===== src/rtl/gpio_frame_capture.sv =====
// GPIO frame capture: packs one frame of strobed samples into PACK_W words and streams them out of a FIFO.
// Define GPIO_CAPTURE_CONTINUOUS_EN to re-arm capture automatically after each frame.
module gpio_frame_capture #(
  parameter int DATA_W     = 1,
  parameter int PACK_W     = 8,
  parameter int FRAME_LEN  = 27360,
  parameter int FIFO_DEPTH = 16
) (
  input  logic                             clk,
  input  logic                             reset,
  input  logic                             start,
  input  logic [DATA_W-1:0]                in_data,
  input  logic                             in_valid,
  output logic [PACK_W-1:0]                out_data,
  output logic                             out_valid,
  input  logic                             out_ready,
  output logic                             out_last,
  output logic                             busy,
  output logic                             frame_done,
  output logic                             overflow,
  output logic [$clog2(FRAME_LEN+1)-1:0]   sample_count
);
  localparam int K  = PACK_W / DATA_W;
  localparam int KW = (K > 1) ? $clog2(K) : 1;
  localparam int AW = $clog2(FIFO_DEPTH);
  localparam int CW = $clog2(FRAME_LEN + 1);

  typedef enum logic [1:0] {S_IDLE, S_CAPTURE, S_FLUSH, S_DONE} state_t;

  state_t              r_state;
  logic [PACK_W-1:0]   r_mem [FIFO_DEPTH];
  logic [FIFO_DEPTH-1:0] r_mem_last;
  logic [AW:0]         r_wr_ptr;
  logic [AW:0]         r_rd_ptr;
  logic [PACK_W-1:0]   r_pack;
  logic [KW-1:0]       r_idx;
  logic [CW-1:0]       r_count;
  logic                r_overflow;

  logic                w_empty;
  logic                w_full;
  logic                w_pop;
  logic                w_take;
  logic                w_last_sample;
  logic                w_push;
  logic                w_push_ok;
  logic                w_drained;
  logic [AW:0]         w_level;
  logic [PACK_W-1:0]   w_word;

  assign w_empty       = (r_wr_ptr == r_rd_ptr);
  assign w_full        = (r_wr_ptr[AW] != r_rd_ptr[AW]) &&
                         (r_wr_ptr[AW-1:0] == r_rd_ptr[AW-1:0]);
  assign w_pop         = !w_empty && out_ready;
  assign w_take        = (r_state == S_CAPTURE) && in_valid;
  assign w_last_sample = (r_count == CW'(FRAME_LEN - 1));
  assign w_push        = w_take && ((r_idx == KW'(K - 1)) || w_last_sample);
  assign w_push_ok     = w_push && (!w_full || w_pop);
  assign w_level       = r_wr_ptr - r_rd_ptr;
  // Leave FLUSH on the edge that pops the final word so frame_done follows the pop directly.
  assign w_drained     = w_empty || ((w_level == (AW+1)'(1)) && w_pop);

  // Packer slots above the current sample are still zero, which gives the padding for a short last word.
  always_comb begin
    w_word = r_pack;
    w_word[r_idx*DATA_W +: DATA_W] = in_data;
  end

  always_ff @(posedge clk) begin
    if (reset) begin
      r_state    <= S_IDLE;
      r_wr_ptr   <= '0;
      r_rd_ptr   <= '0;
      r_mem_last <= '0;
      r_pack     <= '0;
      r_idx      <= '0;
      r_count    <= '0;
      r_overflow <= 1'b0;
      for (int i = 0; i < FIFO_DEPTH; i++) r_mem[i] <= '0;
    end else begin
      if (w_pop) r_rd_ptr <= r_rd_ptr + 1'b1;
      if (w_push_ok) begin
        r_mem[r_wr_ptr[AW-1:0]]      <= w_word;
        r_mem_last[r_wr_ptr[AW-1:0]] <= w_last_sample;
        r_wr_ptr                     <= r_wr_ptr + 1'b1;
      end
      if (w_push && !w_push_ok) r_overflow <= 1'b1;

      case (r_state)
        S_IDLE: begin
          if (start) begin
            r_state    <= S_CAPTURE;
            r_count    <= '0;
            r_pack     <= '0;
            r_idx      <= '0;
            r_overflow <= 1'b0;
          end
        end
        S_CAPTURE: begin
          if (in_valid) begin
            r_count <= r_count + 1'b1;
            if (w_push) begin
              r_pack <= '0;
              r_idx  <= '0;
            end else begin
              r_pack <= w_word;
              r_idx  <= r_idx + 1'b1;
            end
            if (w_last_sample) r_state <= S_FLUSH;
          end
        end
        S_FLUSH: begin
          if (w_drained) r_state <= S_DONE;
        end
        S_DONE: begin
`ifdef GPIO_CAPTURE_CONTINUOUS_EN
          r_state <= S_CAPTURE;
          r_count <= '0;
          r_pack  <= '0;
          r_idx   <= '0;
`else
          r_state <= S_IDLE;
`endif
        end
        default: r_state <= S_IDLE;
      endcase
    end
  end

  assign out_data     = r_mem[r_rd_ptr[AW-1:0]];
  assign out_valid    = !w_empty;
  assign out_last     = !w_empty && r_mem_last[r_rd_ptr[AW-1:0]];
  assign busy         = (r_state != S_IDLE);
  assign frame_done   = (r_state == S_DONE);
  assign overflow     = r_overflow;
  assign sample_count = r_count;
endmodule

===== config.mk =====
export PLATFORM = sky130hd
export DESIGN_NAME = gpio_frame_capture
export DESIGN_NICKNAME = d
export VERILOG_FILES = /design/src/rtl/gpio_frame_capture.sv
export SDC_FILE = /design/constraint.sdc
export NUM_CORES = 1
export LEC_CHECK = 0
export BUFFER_PORTS_ARGS = -buffer_cell sky130_fd_sc_hd__buf_2
export CORE_ASPECT_RATIO = 0.6
export CORE_UTILIZATION = 40
export CTS_CLUSTER_SIZE = 12
export DETAILED_ROUTE_END_ITERATION = 8
export PLACE_DENSITY = 0.57
export REMOVE_ABC_BUFFERS = 1
export SETUP_SLACK_MARGIN = 0.02
export SLEW_MARGIN = 20
export SYNTH_ARGS = -nofsm -noshare
export SYNTH_HDL_FRONTEND = slang
export SYNTH_SLANG_ARGS = --single-unit

===== constraint.sdc =====
create_clock -name clk -period 2.3 [get_ports clk]
set_input_delay 0.345 -clock clk [delete_from_list [all_inputs] [get_ports clk]]
set_output_delay 0.345 -clock clk [all_outputs]
set_load 0.02 [all_outputs]

Word level (Yosys, flattened, before mapping):

Memories as Yosys holds them, arrays and structs flattened. A register that Yosys moved wholly into a read port is not among the register bits.
Cells that the tools add are included.

* bits in registers: 55
* output and inout bits: 28
* bits in writable memories: 128
* memories: 1
* word-level logic and storage cells: 89
* input bits: 6

* add/subtract/negate cells: 6
* reduce and logical (&&, ||, !) cells: 21
* order comparisons: 3
* mux-type cells: 35
* shift operators: 2
* equal/unequal tests: 13

Memories
* r_mem: words 16, bits a word 8, rd ports 1, clocked after Yosys merged registers in 1, wr ports 16, RTL line 31 `logic [PACK_W-1:0] r_mem [FIFO_DEPTH];`

Operator list (count)
* $neg A3 Y34: 1
* $shift A1 B34 Y8 const A: 1
* $shiftx A1 B34 Y8: 1
* $mux W8: 4
* $mux W15: 2
* $pmux W15 S2: 1
* $bwmux W16: 1
* $pmux W8 S2: 1
* $add A15 B1 Y15 const B: 1
* $eq A15 B15 Y1 const B: 1
* $mux W4: 3
* $mux W1: 11
* $add A5 B1 Y5 const B: 2
* $lt A4 B5 Y1 const B: 2
* $logic_and A1 B1 Y1: 9
* $mux W3: 3
* $bwmux W8: 1
* $mux W2: 4
* $ne A2 B2 Y1 const B: 4
* $pmux W2 S4: 1
* $reduce_or A8 Y1: 1
* $pmux W3 S2: 1
* $eq A5 B1 Y1 const B: 1
* $eq A5 B5 Y1: 1
* 16 further kinds: 22

Logic depth before layout (Yosys ltp):

* depth after elaboration: 10
* gate-level depth with buffers: 10
* depth with buffers taken out: 9

Worst setup path before layout:

OpenSTA, ideal clock, no wires.

* kind: register -> register
* from: reg r_count[9], in the netlist sample_count[9]
* to: mem r_mem[4][0] (enable)
* data required time: 1.991 ns
* buffers on the path: 2
* data arrival time: 2.245 ns
* library setup time: 0.309 ns
* slack: -0.254 ns
* period minus slack after synthesis: 2.554 ns
* stages on the path, launching flop included: 8
* cells stage by stage: dfxtp_1 > or3b_1 > nor4_4 > o211ai_2 > buf_6 > buf_6 > nor3_2 > or2_2

RTL lines
* start, declared: RTL line 37 `logic [CW-1:0] r_count;`
* start signal, assigned: RTL line 101 `r_count <= r_count + 1'b1;`
* end, declared: RTL line 31

==> flow_summary.json <==
{
  "status": "finished, violations left",
  "violations": "DRC, setup timing",
  "insertion_delay_ns": 0.44,
  "postLayoutCoreUtil_pct": 55.5,
  "cap_violations": 0,
  "path_max_fanout": 7,
  "crit_slowest_cell": "mux4_2",
  "drt-pass1-iter-count": 7,
  "grt_pass1_vias": 5864,
  "register_area_um2": 5040,
  "drc": 2,
  "synth.largest_area_cell": "edfxtp_1",
  "fin_tns_setup_ns": -13.18,
  "fin_worst_skew_ns": 0.0157,
  "num_rows": 41,
  "netlist.area_leader.share_pct": 44.2,
  "slowest_delay_ns": 0.57,
  "power.density_nw_per_um2": 647,
  "arrival_ns": 2.29,
  "synthesis.area_um2": 8700,
  "grt_pass1_wl_um": 35000,
  "grtUsageTotal_pct": 21.8,
  "dieArea_um2": 22400,
  "numCtsBuffers": 17,
  "core_um2": 21200,
  "cts_tree": "done",
  "drive_above_1_share_pct": 46.3,
  "cp-start-kind": "flop",
  "cpMostUsedCell": "mux4_2",
  "synth-edff-count": 128,
  "avgSynthCellArea_um2": 12.4,
  "cts_max_path_buffers": 2,
  "ant_nets": 0,
  "finalWeightedCongestion": 0.852,
  "crit_chain": "buf_12 -> mux4_2 -> mux4_2 -> buf_6",
  "viasPerCell": 5.51,
  "grt_max_degree": 33,
  "synth_warnings": 0,
  "clk_pin_slew_worst_paths_ns": 0.07,
  "postCtsHoldBufs": 0,
  "nFillCells": 1704,
  "stdcell_count": 1121,
  "drt_iter0_markers": 659,
  "nets": 855,
  "clkSinkCount": 187,
  "overflow": 0,
  "setup_viol": 180,
  "path_class": "flop to primary output",
  "synth_cell_type_count": 42,
  "root_buffer": "clkbuf_16",
  "num_vias": 6179,
  "antenna_found_initial": 0,
  "reg2reg_depth": 11,
  "yosysSeqAreaShare_pct": 57.8,
  "pin_count": 34,
  "synth.top_cells.by_count": "nor2_1 (191), edfxtp_1 (128), dfxtp_1 (59)",
  "yosysMostFrequentCell": "nor2_1",
  "path_buf_inv": 2,
  "timing.rr.start": "r_rd_ptr[0]",
  "antenna_cells": 0,
  "fin_crit_sh_pct": 115,
  "multiInputGateArea_um2": 4250,
  "rsz0062_at_grt": "yes",
  "endpoint": "out_data[2]",
  "port_buffers": 33,
  "r2r_slack_ns": -0.16,
  "worstSetupEndpointType": "primary output",
  "ys_top_cells_by_area": "edfxtp_1 (44%), dfxtp_1 (14%), mux4_2 (12%)",
  "fin_crit_ns": 2.64,
  "synth_seq_cells": 187,
  "die_w_um": 192,
  "power_leakage_nw": 4.18,
  "required_ns": 1.96,
  "dpl.cell_count": 1058,
  "cp.depth": 4,
  "min_path_type": "primary input to flop",
  "htreeDepth": 4,
  "crit_family": "multiplexers",
  "relSlewSlack_pct": 60.6,
  "max_freq_mhz": 379,
  "timing.rr.end": "r_mem[9][5]",
  "detail_route.wirelength_um": 24100,
  "ys.flop_type": "edfxtp_1",
  "worstMarginPinSlew_ns": 0.590,
  "synthCells": 704,
  "area_growth_syn_to_layout_pct": 35.3,
  "dp.final_hpwl_um": 15900,
  "ir_worst_vdd_v": 0.000515,
  "final_max_slew_viol_count": 0,
  "hold_viol_final": 0,
  "wire_per_inst_um": 21.5,
  "initial_core_util_pct": 41.1,
  "synthArstFlopShare_pct": 0,
  "die_h_um": 116,
  "fin_ws_ns": -0.338
}
==> per-stage QoR <==
stage	power [mW]	area [µm²]	setup WS [ns]	hold WS (ns)
floorplan	4.31	8540	-0.883	0.414
global placement	4.69	9860	-0.114	0.445
detailed placement	4.72	9860	-0.167	0.446
CTS	7.54	10800	-0.375	0.129
global route	7.84	11800	-0.414	0.133
finish	7.61	11800	-0.338	0.142
==> cell usage in the layout, fill, tap and decap left out, types with 7 or more instances in the layout <==
cell type / synthesis / routed
buf_4: 0 / 74
dfxtp_2: 0 / 11
mux4_2: 45 / 45
buf_12: 0 / 20
buf_6: 2 / 19
nor2_1: 191 / 112
nor2_4: 0 / 32
nand4_1: 7 / 7
dfxtp_1: 59 / 47
inv_1: 22 / 20
nand2_1: 31 / 21
or2_4: 0 / 15
nand2b_1: 10 / 7
a22oi_1: 9 / 9
xnor2_1: 11 / 11
clkbuf_16: 0 / 20
buf_2: 2 / 23
edfxtp_1: 128 / 128
ha_1: 19 / 12
mux2i_1: 25 / 20
nor3_4: 1 / 15
nor2_2: 0 / 47
xor2_1: 14 / 13
a21oi_1: 8 / 7
==> power by group <==
part	internal [mW]	total (mW)	switching [mW]
clock network	1.43	2.85	1.41
logic	0.336	0.986	0.649
registers	3.71	3.78	0.0642
==> per-layer routing <==
layer | GRT usage, % | part of all wire (%)
met1 | 32.5 | 46
met5 | 0 | 0
met3 | 6.85 | 9.6
met2 | 30.3 | 43
met4 | 5.93 | 1.1
==> registers in the layout (all words and copies together) (netlist names), named ones only <==
| register | count |
|---|---|
| r_state | 2 |
| r_rd_ptr | 5 |
| r_mem_last | 16 |
| r_mem | 128 |
| r_idx | 3 |
| sample_count | 15 |
| overflow | 1 |
| r_wr_ptr | 5 |
| r_pack | 8 |
==> cell type report <==
type	count	area share [%]
sequential	187	42.8
multi-input combinational	456	36.1
timing repair buffer	145	12.6
clock buffer	18	3.65
tap	279	2.97
clock inverter	14	1.13
inverter	22	0.702
==> worst min path at each step <==
stage,cells past startpoint,to,from,slack [ns]
final,2,overflow,start,0.14
after global routing,2,overflow,start,0.13
after CTS,2,overflow,start,0.13
after detailed placement,2,r_pack[4],r_pack[4],0.45
after global placement,2,r_pack[4],r_pack[4],0.44
after floorplan,1,r_pack[4],reset,0.41
==> logic make-up (layout without fill, tap and decap cells) <==
family / after synthesis / in the layout / synth area share (%)
flip-flops: 187 / 187 / 57.8
AO/OA/AOI/OAI: 33 / 33 / 2.66
AND/OR/NAND/NOR: 308 / 308 / 16.7
XOR/XNOR: 25 / 25 / 2.52
adder cells (fa/ha/maj): 20 / 20 / 2.96
multiplexers: 70 / 70 / 14.5
buffers and inverters: 61 / 199 / 2.83
==> what timing repair did <==
item                       CTS  global route
setup buffers                6            23
hold endpoints to repair     0             0
pin swaps                   13            37
gates resized for setup     73           194
gates cloned                 4             2
setup endpoints to repair  254           284
(Power assumes the default switching activity.)
